===== config.mk =====
export PLATFORM = sky130hd
export DESIGN_NAME = tap_read_arbiter
export DESIGN_NICKNAME = d
export VERILOG_FILES = /design/src/rtl/uart_pkg.sv /design/src/rtl/tap_read_arbiter.sv
export SDC_FILE = /design/constraint.sdc
export NUM_CORES = 1
export LEC_CHECK = 0
export ABC_AREA = 0
export BUFFER_PORTS_ARGS = -buffer_cell sky130_fd_sc_hd__buf_2
export CELL_PAD_IN_SITES_DETAIL_PLACEMENT = 2
export CELL_PAD_IN_SITES_GLOBAL_PLACEMENT = 2
export CORE_MARGIN = 2
export CORE_UTILIZATION = 27
export CTS_BUF_LIST = sky130_fd_sc_hd__clkbuf_8 sky130_fd_sc_hd__clkbuf_16
export CTS_CLUSTER_SIZE = 30
export DETAILED_ROUTE_END_ITERATION = 8
export GPL_TIMING_DRIVEN = 0
export PLACE_DENSITY = 0.89
export SLEW_MARGIN = 20
export SYNTH_ARGS = -nofsm -noshare
export SYNTH_HDL_FRONTEND = slang
export SYNTH_SLANG_ARGS = --single-unit

===== constraint.sdc =====
create_clock -name CLK_I -period 4.65 [get_ports CLK_I]
set_clock_uncertainty 0.2 [all_clocks]
set_input_delay 0.6975 -clock CLK_I [delete_from_list [all_inputs] [get_ports CLK_I]]
set_output_delay 0.6975 -clock CLK_I [all_outputs]
set_load 0.01 [all_outputs]

===== src/rtl/uart_pkg.sv =====
// Shared JTAG-over-UART constants: instruction register width and the read addresses.
package uart_pkg;

  localparam int unsigned IRLENGTH = 5;

  localparam logic [IRLENGTH-1:0] ADDR_IDCODE  = 5'h01;
  localparam logic [IRLENGTH-1:0] ADDR_STB0_CS = 5'h08;
  localparam logic [IRLENGTH-1:0] ADDR_STB1_CS = 5'h09;
  localparam logic [IRLENGTH-1:0] ADDR_DMI     = 5'h11;
  localparam logic [IRLENGTH-1:0] ADDR_NOP     = 5'h1F;

endpackage


===== src/rtl/tap_read_arbiter.sv =====
// Arbitrates host reads and autonomous read-out of ready peripherals onto the TAP read
// interconnect, with bounded retry on not-valid samples and a valid/ready result channel.
module tap_read_arbiter
  import uart_pkg::*;
#(
  parameter int unsigned READ_WIDTH = 32,
  parameter int unsigned MAX_RETRY  = 15
) (
  input  logic                  CLK_I,
  input  logic                  RST_I,
  input  logic                  HOST_REQ_I,
  input  logic [IRLENGTH-1:0]   HOST_ADDR_I,
  output logic                  HOST_ACK_O,
  input  logic                  AUTO_EN_I,
  input  logic [IRLENGTH-1:0]   VALID_ADDRESS_I,
  output logic [IRLENGTH-1:0]   READ_ADDRESS_O,
  output logic                  READ_READY_O,
  input  logic                  READ_VALID_I,
  input  logic [READ_WIDTH-1:0] READ_DATA_I,
  output logic                  TX_VALID_O,
  input  logic                  TX_READY_I,
  output logic [READ_WIDTH-1:0] TX_DATA_O,
  output logic [IRLENGTH-1:0]   TX_ADDR_O,
  output logic                  TX_SRC_O,
  output logic                  TX_ERR_O,
  output logic                  BUSY_O
);

  localparam int unsigned RETRY_W = (MAX_RETRY > 0) ? $clog2(MAX_RETRY + 1) : 1;
  localparam logic [RETRY_W-1:0] RETRY_LIMIT = RETRY_W'(MAX_RETRY);

  typedef enum logic [1:0] {
    ST_IDLE  = 2'd0,
    ST_ISSUE = 2'd1,
    ST_WAIT  = 2'd2,
    ST_SEND  = 2'd3
  } state_e;

  state_e                state_q, state_d;
  logic [RETRY_W-1:0]    retry_q, retry_d;
  logic                  last_auto_q, last_auto_d;
  logic [IRLENGTH-1:0]   read_addr_q, read_addr_d;
  logic                  read_ready_q, read_ready_d;
  logic                  host_ack_q, host_ack_d;
  logic                  tx_valid_q, tx_valid_d;
  logic [READ_WIDTH-1:0] tx_data_q, tx_data_d;
  logic [IRLENGTH-1:0]   tx_addr_q, tx_addr_d;
  logic                  tx_src_q, tx_src_d;
  logic                  tx_err_q, tx_err_d;
  logic                  busy_q, busy_d;

  logic host_pend_c;
  logic auto_pend_c;
  logic grant_host_c;
  logic grant_auto_c;

  // Round-robin: on a tie the source not granted last wins.
  always_comb begin
    host_pend_c  = HOST_REQ_I;
    auto_pend_c  = AUTO_EN_I && (VALID_ADDRESS_I != ADDR_NOP);
    grant_host_c = host_pend_c && (!auto_pend_c || last_auto_q);
    grant_auto_c = auto_pend_c && !grant_host_c;
  end

  always_comb begin
    state_d     = state_q;
    retry_d     = retry_q;
    last_auto_d = last_auto_q;
    read_addr_d = read_addr_q;
    host_ack_d  = 1'b0;
    tx_data_d   = tx_data_q;
    tx_addr_d   = tx_addr_q;
    tx_src_d    = tx_src_q;
    tx_err_d    = tx_err_q;

    case (state_q)
      ST_IDLE: begin
        if (grant_host_c) begin
          read_addr_d = HOST_ADDR_I;
          tx_addr_d   = HOST_ADDR_I;
          tx_src_d    = 1'b0;
          last_auto_d = 1'b0;
          retry_d     = '0;
          host_ack_d  = 1'b1;
          state_d     = ST_ISSUE;
        end else if (grant_auto_c) begin
          read_addr_d = VALID_ADDRESS_I;
          tx_addr_d   = VALID_ADDRESS_I;
          tx_src_d    = 1'b1;
          last_auto_d = 1'b1;
          retry_d     = '0;
          state_d     = ST_ISSUE;
        end
      end
      ST_ISSUE: begin
        state_d = ST_WAIT;
      end
      ST_WAIT: begin
        if (READ_VALID_I) begin
          tx_data_d = READ_DATA_I;
          tx_err_d  = 1'b0;
          state_d   = ST_SEND;
        end else if (retry_q < RETRY_LIMIT) begin
          retry_d = retry_q + RETRY_W'(1);
          state_d = ST_ISSUE;
        end else begin
          tx_data_d = '0;
          tx_err_d  = 1'b1;
          state_d   = ST_SEND;
        end
      end
      ST_SEND: begin
        if (TX_READY_I) begin
          state_d = ST_IDLE;
        end
      end
      default: begin
        state_d = ST_IDLE;
      end
    endcase

    // Strobes are registered from the next state so they align with the state itself.
    read_ready_d = (state_d == ST_ISSUE);
    tx_valid_d   = (state_d == ST_SEND);
    busy_d       = (state_d != ST_IDLE);
  end

  always_ff @(posedge CLK_I) begin
    if (RST_I) begin
      state_q      <= ST_IDLE;
      retry_q      <= '0;
      last_auto_q  <= 1'b1;
      read_addr_q  <= ADDR_NOP;
      read_ready_q <= 1'b0;
      host_ack_q   <= 1'b0;
      tx_valid_q   <= 1'b0;
      tx_data_q    <= '0;
      tx_addr_q    <= ADDR_NOP;
      tx_src_q     <= 1'b0;
      tx_err_q     <= 1'b0;
      busy_q       <= 1'b0;
    end else begin
      state_q      <= state_d;
      retry_q      <= retry_d;
      last_auto_q  <= last_auto_d;
      read_addr_q  <= read_addr_d;
      read_ready_q <= read_ready_d;
      host_ack_q   <= host_ack_d;
      tx_valid_q   <= tx_valid_d;
      tx_data_q    <= tx_data_d;
      tx_addr_q    <= tx_addr_d;
      tx_src_q     <= tx_src_d;
      tx_err_q     <= tx_err_d;
      busy_q       <= busy_d;
    end
  end

  assign READ_ADDRESS_O = read_addr_q;
  assign READ_READY_O   = read_ready_q;
  assign HOST_ACK_O     = host_ack_q;
  assign TX_VALID_O     = tx_valid_q;
  assign TX_DATA_O      = tx_data_q;
  assign TX_ADDR_O      = tx_addr_q;
  assign TX_SRC_O       = tx_src_q;
  assign TX_ERR_O       = tx_err_q;
  assign BUSY_O         = busy_q;

endmodule


# Yosys cells after proc, flatten, opt, wreduce, memory -nomap -nowiden
# Index checks and enable logic that the tools add are counted.
[word_totals]
output_inout_bits = 48
ff_bits = 50
[op_classes]
n_reduce_logical = 14
order_cmp = 1
add_sub_neg = 1
n_eq_ne = 10
n_bitwise = 1
mux = 20
[op_table]
columns = ["op", "count"]
rows = [
  ["$mux W32", 2],
  ["$mux W4", 4],
  ["$mux W2", 5],
  ["$mux W5", 2],
  ["$pmux W2 S4", 1],
  ["$pmux W4 S2", 1],
  ["$eq A2 B2 Y1 const B", 3],
  ["$ne A2 B2 Y1 const B", 3],
  ["$reduce_bool A2 Y1", 3],
  ["$mux W1", 5],
  ["$ne A5 B5 Y1 const B", 1],
  ["$add A4 B1 Y4 const B", 1],
  ["$eq A2 B1 Y1 const B", 2],
  ["$lt A4 B4 Y1 const B", 1],
  ["$reduce_and A2 Y1", 2],
  ["$reduce_and A4 Y1", 1],
  ["$logic_and A1 B1 Y1", 3],
  ["$ne A3 B3 Y1 const B", 1],
  ["$logic_not A1 Y1", 2],
  ["$logic_not A2 Y1", 1],
  ["$reduce_or A2 Y1", 1],
  ["$logic_or A1 B1 Y1", 1],
  ["$not A1 Y1", 1],
]

# Longest topological paths before layout
# Gate-level depths: netlist of the first run.
[logic_depth]
depth_word = 11
mapped_depth = 7
mapped_depth_nobuf = 5

# Least setup slack after synthesis of the first run
# No wires, ideal clock.
[synth_path]
path_type = "input to register"
from = "input port READ_VALID_I"
to = "register retry_q[3]"
setup_slack_ns = 2.602
arrival_time_ns = 1.768
path_stages = 4
setup_ns = 0.080
required_ns = 4.370
path_cell_list = "a311oi_1 nor2_1 or4_1 a211oi_2"
[synth_between]
elab_chain_cells = 2
[synth_rtl]
columns = ["element", "line", "source"]
rows = [
  ["from (decl)", "tap_read_arbiter.sv:18", "input logic READ_VALID_I,"],
  ["$ne A2 B2 Y1 (no source line)", "-", ""],
  ["$reduce_and A4 Y1 (no source line)", "-", ""],
  ["to (signal assigned)", "tap_read_arbiter.sv:144", "retry_q <= retry_d;"],
  ["to (decl)", "tap_read_arbiter.sv:40", "logic [RETRY_W-1:0] retry_q, retry_d;"],
]
# No other way between the ends.
# A chain may end at the register's enable or synchronous reset.

# Worst setup path in the final report of the first run
[layout_path]
from = "register retry_q[0]"
to = "register tx_data_q[31], in the netlist TX_DATA_O[31]"
[layout_between]
elab_chain_cells = 3
[layout_rtl]
columns = ["element", "line", "source"]
rows = [
  ["$lt A4 B4 Y1", "tap_read_arbiter.sv:103", "end else if (retry_q < RETRY_LIMIT) begin"],
  ["$ne A2 B2 Y1 (no source line)", "-", ""],
  ["$reduce_and A2 Y1 (no source line)", "-", ""],
  ["to (signal assigned)", "tap_read_arbiter.sv:150", "tx_data_q <= tx_data_d;"],
  ["to (decl)", "tap_read_arbiter.sv:46", "logic [READ_WIDTH-1:0] tx_data_q, tx_data_d;"],
]
# No other way between the ends.

==> results.md, run 1 <==
- Vias/cell: around 4.7
- CP required: ~4.7 ns
- Antenna cell count: 0
- Post-route cell area: around 0.0026 mm²
- Clock sinks: 50
- Std cell rows: 30
- Pwr/cell area: 335.4 mW/mm²
- Buffers on Ports: 95
- Clk_lat worst skew: ~0.3 ns
- Pwr Total: just under 0.9 mW
- Die height: 88.09 µm
- Post-route insts no fill: between 400 and 500
- Clock transition at the registers of the reported paths: about 0.10 ns
- Yosys cell types: 32
- Clk network pwr share: 0.293
- Setup TNS: 0 ns
- First-pass GRT wire length: roughly 9500 µm
- Post-CTS Setup Bufs: 0
- #FFs+latches synth: 50
- Die ar.: around 0.0078 mm²
- DRC: 0
- Core Util, Final: 0.3795
- Clk root buf: clkbuf_8
- Die W: roughly 90 µm
- Synthesis warning total: 0
- Post-cts gate resize count: 0
- Routability cong.: around 0.76
- Mapped Nets: 254
- Delay-heaviest family, CP: compound AO/OA/AOI/OAI gates
- CP peak stage delay: about 0.44 ns
- Initial core utilization: 0.2795
- Synth Instances: about 200
- Max Freq: between 400 and 500 MHz
- Vias post-DR: between 1500 and 2000
- Final hold violations: 0
- Vias in the first global route: between 2000 and 2500
- Largest net degree at the start of global routing: 17
- P_leak: 1.180 nW
- Layout cells sized above 1: 0.3766
- Average wire per standard cell: between 10 and 15 µm
- WP buf/inv: 1
- P&R area growth vs syn: 35.78%
- Final wirelength: slightly below 6000 µm
- Setup slack at placement: approximately 2.3 ns
- Dpl cell area: between 0.002 and 0.003 mm²
- Switching share of power: 0.2832
- Aggregate global routing overflow: 0
- CP Max Fanout: 10
- CP max stage cell: clkbuf_1
- GRT Overall Usage: 0.1567
- Post-Place Cells: a little under 400
- DP Wirelength: around 4700 µm
- CP Cell Sequence: ha_1 -> and3_1 -> o21ai_1 -> clkbuf_1 -> a22oi_1 -> nor2_1
- Clk buf depth: 2
- Psw: around 0.25 mW
- CP endpoint kind: register
- Seq pwr share: 0.535
- Mapped Area: 0.001909 mm²
- Maximum VDD drop: around 0.15 mV
- Outcome: complete, no violations
- Final worst path period share: 0.4710
- FF-to-FF path depth: 6
- RSZ-0062 raised after global routing: false
- Post-layout minimum cycle time: ~2.2 ns
- TritonCTS clock tree: yes
- Final net count: around 360
- Crit path kind: reg -> reg
- Top-Level Pins: 96
- Final worst setup slack: 2.460 ns
- CTS buffer count: 5
- Core area: about 0.007 mm²
- H-Tree Depth: 2
- Hold path cells: 2
- Initial DRT Pass Iterations: 4
- Sequential element share of the synthesized area: 0.5242
- Worst Path Arrival: roughly 2.2 ns
- Worst slew margin: 0.5548
- Setup Viol. Count Final: 0
- Startpoint types: register
- Internal: 0.6234 mW
- Initial antenna violation count: 0
- Least-Margin Pin Slew: ~0.66 ns
- Post-Syn Area per Cell: approximately 9.3 µm²
- Number of max-cap violations: 0
- Antenna-violating nets left: 0
- Min Hold Slack: 0.3174 ns
- Slew Viols, Final: 0
- Iteration-0 DRC Markers: 64
- CTS Hold Buffers Added: 0
- Comb pwr share: 0.172
- Min-Delay Path Class: reg -> reg
- Cell depth of the worst setup path: 6
final timing paths:
check / startpoint / endpoint / slack (ns)
worst min-delay path: TX_DATA_O[28]$_SDFFE_PP0P_ / TX_DATA_O[28]$_SDFFE_PP0P_ / 0.32
worst min register to register: TX_DATA_O[28]$_SDFFE_PP0P_ / TX_DATA_O[28]$_SDFFE_PP0P_ / 0.32
worst max-delay path: retry_q[0]$_SDFFE_PP0P_ / TX_DATA_O[31]$_SDFFE_PP0P_ / 2.46
worst max register to register: retry_q[0]$_SDFFE_PP0P_ / TX_DATA_O[31]$_SDFFE_PP0P_ / 2.46
Yosys cell counts:
library cell,n,area [µm²]
a211oi_1,1,7.510
a211oi_2,1,12.51
a21oi_1,11,55.05
a22oi_1,32,240.2
a311oi_1,1,8.760
and2_1,2,12.51
and3_1,2,12.51
buf_2,3,15.01
buf_4,5,37.54
buf_6,1,11.26
clkbuf_1,10,37.54
dfxtp_1,50,1001
ha_1,1,12.51
inv_1,1,3.750
mux2i_1,6,60.06
nand2_1,7,26.28
nand2b_1,2,12.51
nand3_1,5,25.02
nand3b_1,1,7.510
nor2_1,38,142.6
nor2b_1,1,6.260
nor3_1,6,30.03
nor3b_1,1,7.510
o211ai_2,1,12.51
o21ai_0,4,20.02
o21ai_1,3,15.01
o221a_2,1,11.26
o221ai_1,1,8.760
o31ai_1,1,7.510
o41ai_2,1,16.27
or3_1,4,25.02
or4_1,1,7.510
power groups by stage:
stage               clock (mW)  sequential (mW)  combinational [mW]
CTS                      0.267            0.466               0.153
global route             0.287            0.469               0.167
floorplan                    0            0.482              0.0763
detailed placement           0            0.475               0.152
finish                   0.255            0.465               0.150
global placement             0            0.474               0.148
sequential cells by signal, indices dropped and copies added (netlist names):
register / flops
retry_q: 4
last_auto_q: 1
READ_READY_O: 1
HOST_ACK_O: 1
TX_ADDR_O: 5
TX_VALID_O: 1
TX_ERR_O: 1
BUSY_O: 1
TX_DATA_O: 32
state_q: 2
TX_SRC_O: 1
tightest hold or removal path: cells and delay by family, from the launching register on:
family	cells	cell delay, ns
flip-flops	1	0.34
AO/OA/AOI/OAI	1	0.08
AND/OR/NAND/NOR	1	0.07
cell families (layout without fill, tap and decap cells):
family,Yosys count,after routing,synth area share
flops,50,50,0.5242
simple gates,70,70,0.1651
buf+inv,20,123,0.05505
mux,6,6,0.03146
compound gates,58,58,0.2176
fa+ha+maj,1,1,0.006552
routing by layer:
| metal | GRT usage | share of wire | up-vias |
|---|---|---|---|
| li1 | - | - | 934 |
| met1 | 0.1893 | 0.42 | 920 |
| met2 | 0.2817 | 0.52 | 49 |
| met3 | 0.03016 | 0.042 | 6 |
| met4 | 0.04683 | 0.013 | 0 |
| met5 | 0 | 0 | - |
cell usage in the layout, fill, tap and decap left out, drive strengths merged, types with 2 or more instances in the layout:
| cell type | n |
|---|---|
| a21oi | 11 |
| o21ai | 7 |
| or3 | 4 |
| nor3 | 6 |
| inv | 2 |
| nand3 | 5 |
| nand2b | 2 |
| dfxtp | 50 |
| mux2i | 6 |
| buf | 104 |
| nand2 | 7 |
| clkinv | 2 |
| clkbuf | 15 |
| and3 | 2 |
| and2 | 2 |
| a211oi | 2 |
| nor2 | 38 |
| a22oi | 32 |
area by class of cell:
| type | instances | area [µm²] |
|---|---|---|
| clock inverters | 3 | 18.77 |
| fillers | 823 | 4239 |
| clock buffers | 5 | 68.82 |
| plain buffers | 19 | 101.3 |
| well taps | 96 | 120.1 |
| repair buffers | 95 | 475.5 |
| flip-flops and latches | 50 | 1001 |
| inverters | 1 | 3.754 |
| multi-input cells | 135 | 803.3 |
Note: power is estimated with default switching activity, not from simulation.
==> run 2: changes to the inputs <==
- CORE_UTILIZATION: 27 -> 22
- PLACE_DENSITY: 0.89 -> 0.78
- clock period: 4.65 -> 1.82 ns (I/O delays scaled with it)
==> results.md, run 2 (synthesis results as in run 1) <==
- Die W: slightly below 100 µm
- Std cell rows: 33
- Startpoint types: register
- Aggregate global routing overflow: 0
- Routability cong.: about 0.7
- DR top layer: met4
- Largest net degree at the start of global routing: 15
- Final-layout fill cell count: around 940
- TritonCTS clock tree: yes
- Final net count: about 360
- GRT Overall Usage: 0.1368
- Number of flip-flops in the largest register: 32
- Setup slack at placement: -0.4810 ns
- Layout cells sized above 1: 0.4373
- Post-layout minimum cycle time: 1.831 ns
- R2R Setup Slk: -0.01 ns
- Pwr Total: 2.283 mW
- RSZ-0062 raised after global routing: true
- Antenna cell count: 0
- Vias/cell: between 4 and 5
- M1 WL: 2731 µm
- Initial DRT Pass Iterations: 4
- First-pass GRT wire length: between 10000 and 15000 µm
- Psw: between 0.6 and 0.7 mW
- Most frequent cells in the layout: 96 x buf_2, 48 x dfxtp_1, 35 x nor2_1
- DRC: 0
- Initial core utilization: 0.2301
- Setup Viol. Count Final: 1
- Seq pwr share: 0.522
- Number of max-cap violations: 0
- Comb pwr share: 0.185
- Iteration-0 DRC Markers: 56
- Initial antenna violation count: 0
- CP endpoint kind: register
- Worst slew margin: 0.6369
- Vias post-DR: 1967
- Die height: 97.16 µm
- Clk_lat worst skew: around 0.3 ns
- Buffers on Ports: 95
- Clk network pwr share: 0.292
- Slew Viols, Final: 0
- Switching share of power: 0.2789
- Core area: around 0.0083 mm²
- Internal: approximately 1.6 mW
- Worst Path Arrival: about 1.9 ns
- Least-Margin Pin Slew: approximately 0.54 ns
- DP Wirelength: 4791 µm
- Dpl cell area: around 0.0025 mm²
- Min-Delay Path Class: in -> reg
- P&R area growth vs syn: 44.10%
- Clock sinks: 50
- CP required: 1.84 ns
- Register area: between 0.001 and 0.0015 mm²
- Post-route cell area: roughly 0.0028 mm²
- Commonest non-fill, non-tap cell in the layout: buf_2
- Setup TNS: -0.01107 ns
- Final worst path period share: 1.006
- Clk buf depth: 2
- Vias in the first global route: just over 2000
- Average wire per standard cell: ~16 µm
- Maximum VDD drop: about 0.25 mV
- Clock transition at the registers of the reported paths: roughly 0.090 ns
- Final wirelength: 6534 µm
- Crit path kind: reg -> reg
- Outcome: complete, but fails checks
- Final worst setup slack: -0.01107 ns
- H-Tree Depth: 2
- Pwr/cell area: between 800 and 900 mW/mm²
- Top-Level Pins: 96
- Die ar.: about 0.0094 mm²
- Antenna-violating nets left: 0
- P_leak: 1.228 nW
- Met2 WL: 3325 µm
- Area of the multi-input gates: around 900 µm²
- CTS buffer count: 5
- Failing checks: setup timing
- Clk root buf: clkbuf_8
- Core Util, Final: 0.3315
- Max Freq: 546.1 MHz
- CP Max Fanout: 7
- DR WL met3: ~440 µm
- Final hold violations: 0
run 2: cell count changes in the layout (fill, tap and decap cells not counted), moves of 2 or more:
cell	delta
clkbuf_1	-5
buf_6	+3
dfxtp_1	-2
nor2_2	+3
buf_4	+5
nor2_1	-3
buf_2	-2
run 2: area by class of cell:
class	count	share of cell area
sequential	50	0.3656
multi-input combinational	135	0.3206
timing repair buffer	100	0.1874
tap	105	0.04775
buffer	17	0.04411
clock buffer	6	0.03001
clock inverter	2	0.003183
inverter	1	0.001364
run 2: layer usage:
metal | GRT usage | vias to the layer above
met5 | 0 | -
met4 | 0.03250 | 0
met3 | 0.03813 | 4
met2 | 0.2415 | 70
met1 | 0.1645 | 956
li1 | - | 937
run 2: worst paths after layout:
check / from / end / cells after the start
hold / removal: READ_DATA_I[3] / TX_DATA_O[3]$_SDFFE_PP0P_ / 3
hold reg to reg: last_auto_q$_SDFFE_PP1P_ / last_auto_q$_SDFFE_PP1P_ / 2
setup / recovery: retry_q[0]$_SDFFE_PP0P_ / retry_q[3]$_SDFFE_PP0P_ / 5
setup reg to reg: retry_q[0]$_SDFFE_PP0P_ / retry_q[3]$_SDFFE_PP0P_ / 5
run 2: power groups by stage:
stage	logic [mW]	registers (mW)	clock network [mW]
after floorplan	0.195	1.23	0
after global placement	0.379	1.21	0
after detailed placement	0.394	1.21	0
after CTS	0.408	1.19	0.705
after global routing	0.473	1.20	0.743
final	0.423	1.19	0.667
run 2: timing repair:
item	CTS	global route
resized for setup	16	19
hold buffers	1	0
pin swaps	2	5
endpoints found under the hold margin	1	0
setup endpoints to repair	45	38
gates cloned	0	1
buffers inserted	1	2
run 2: metrics by stage:
| step | hold slack, ns | cells |
|---|---|---|
| after floorplan | 0.2213 | 205 |
| after global placement | 0.2823 | 405 |
| after detailed placement | 0.2925 | 405 |
| after CTS | 0.001417 | 413 |
| after global routing | 0.009382 | 416 |
| final | 0.009725 | 416 |
run 2: critical path: stages (launching register included):
cell and delay, ns:
dfxtp_4 0.37, ha_4 0.17, a311oi_2 0.28, nor2_2 0.12, or4_4 0.42, a211oi_2 0.20
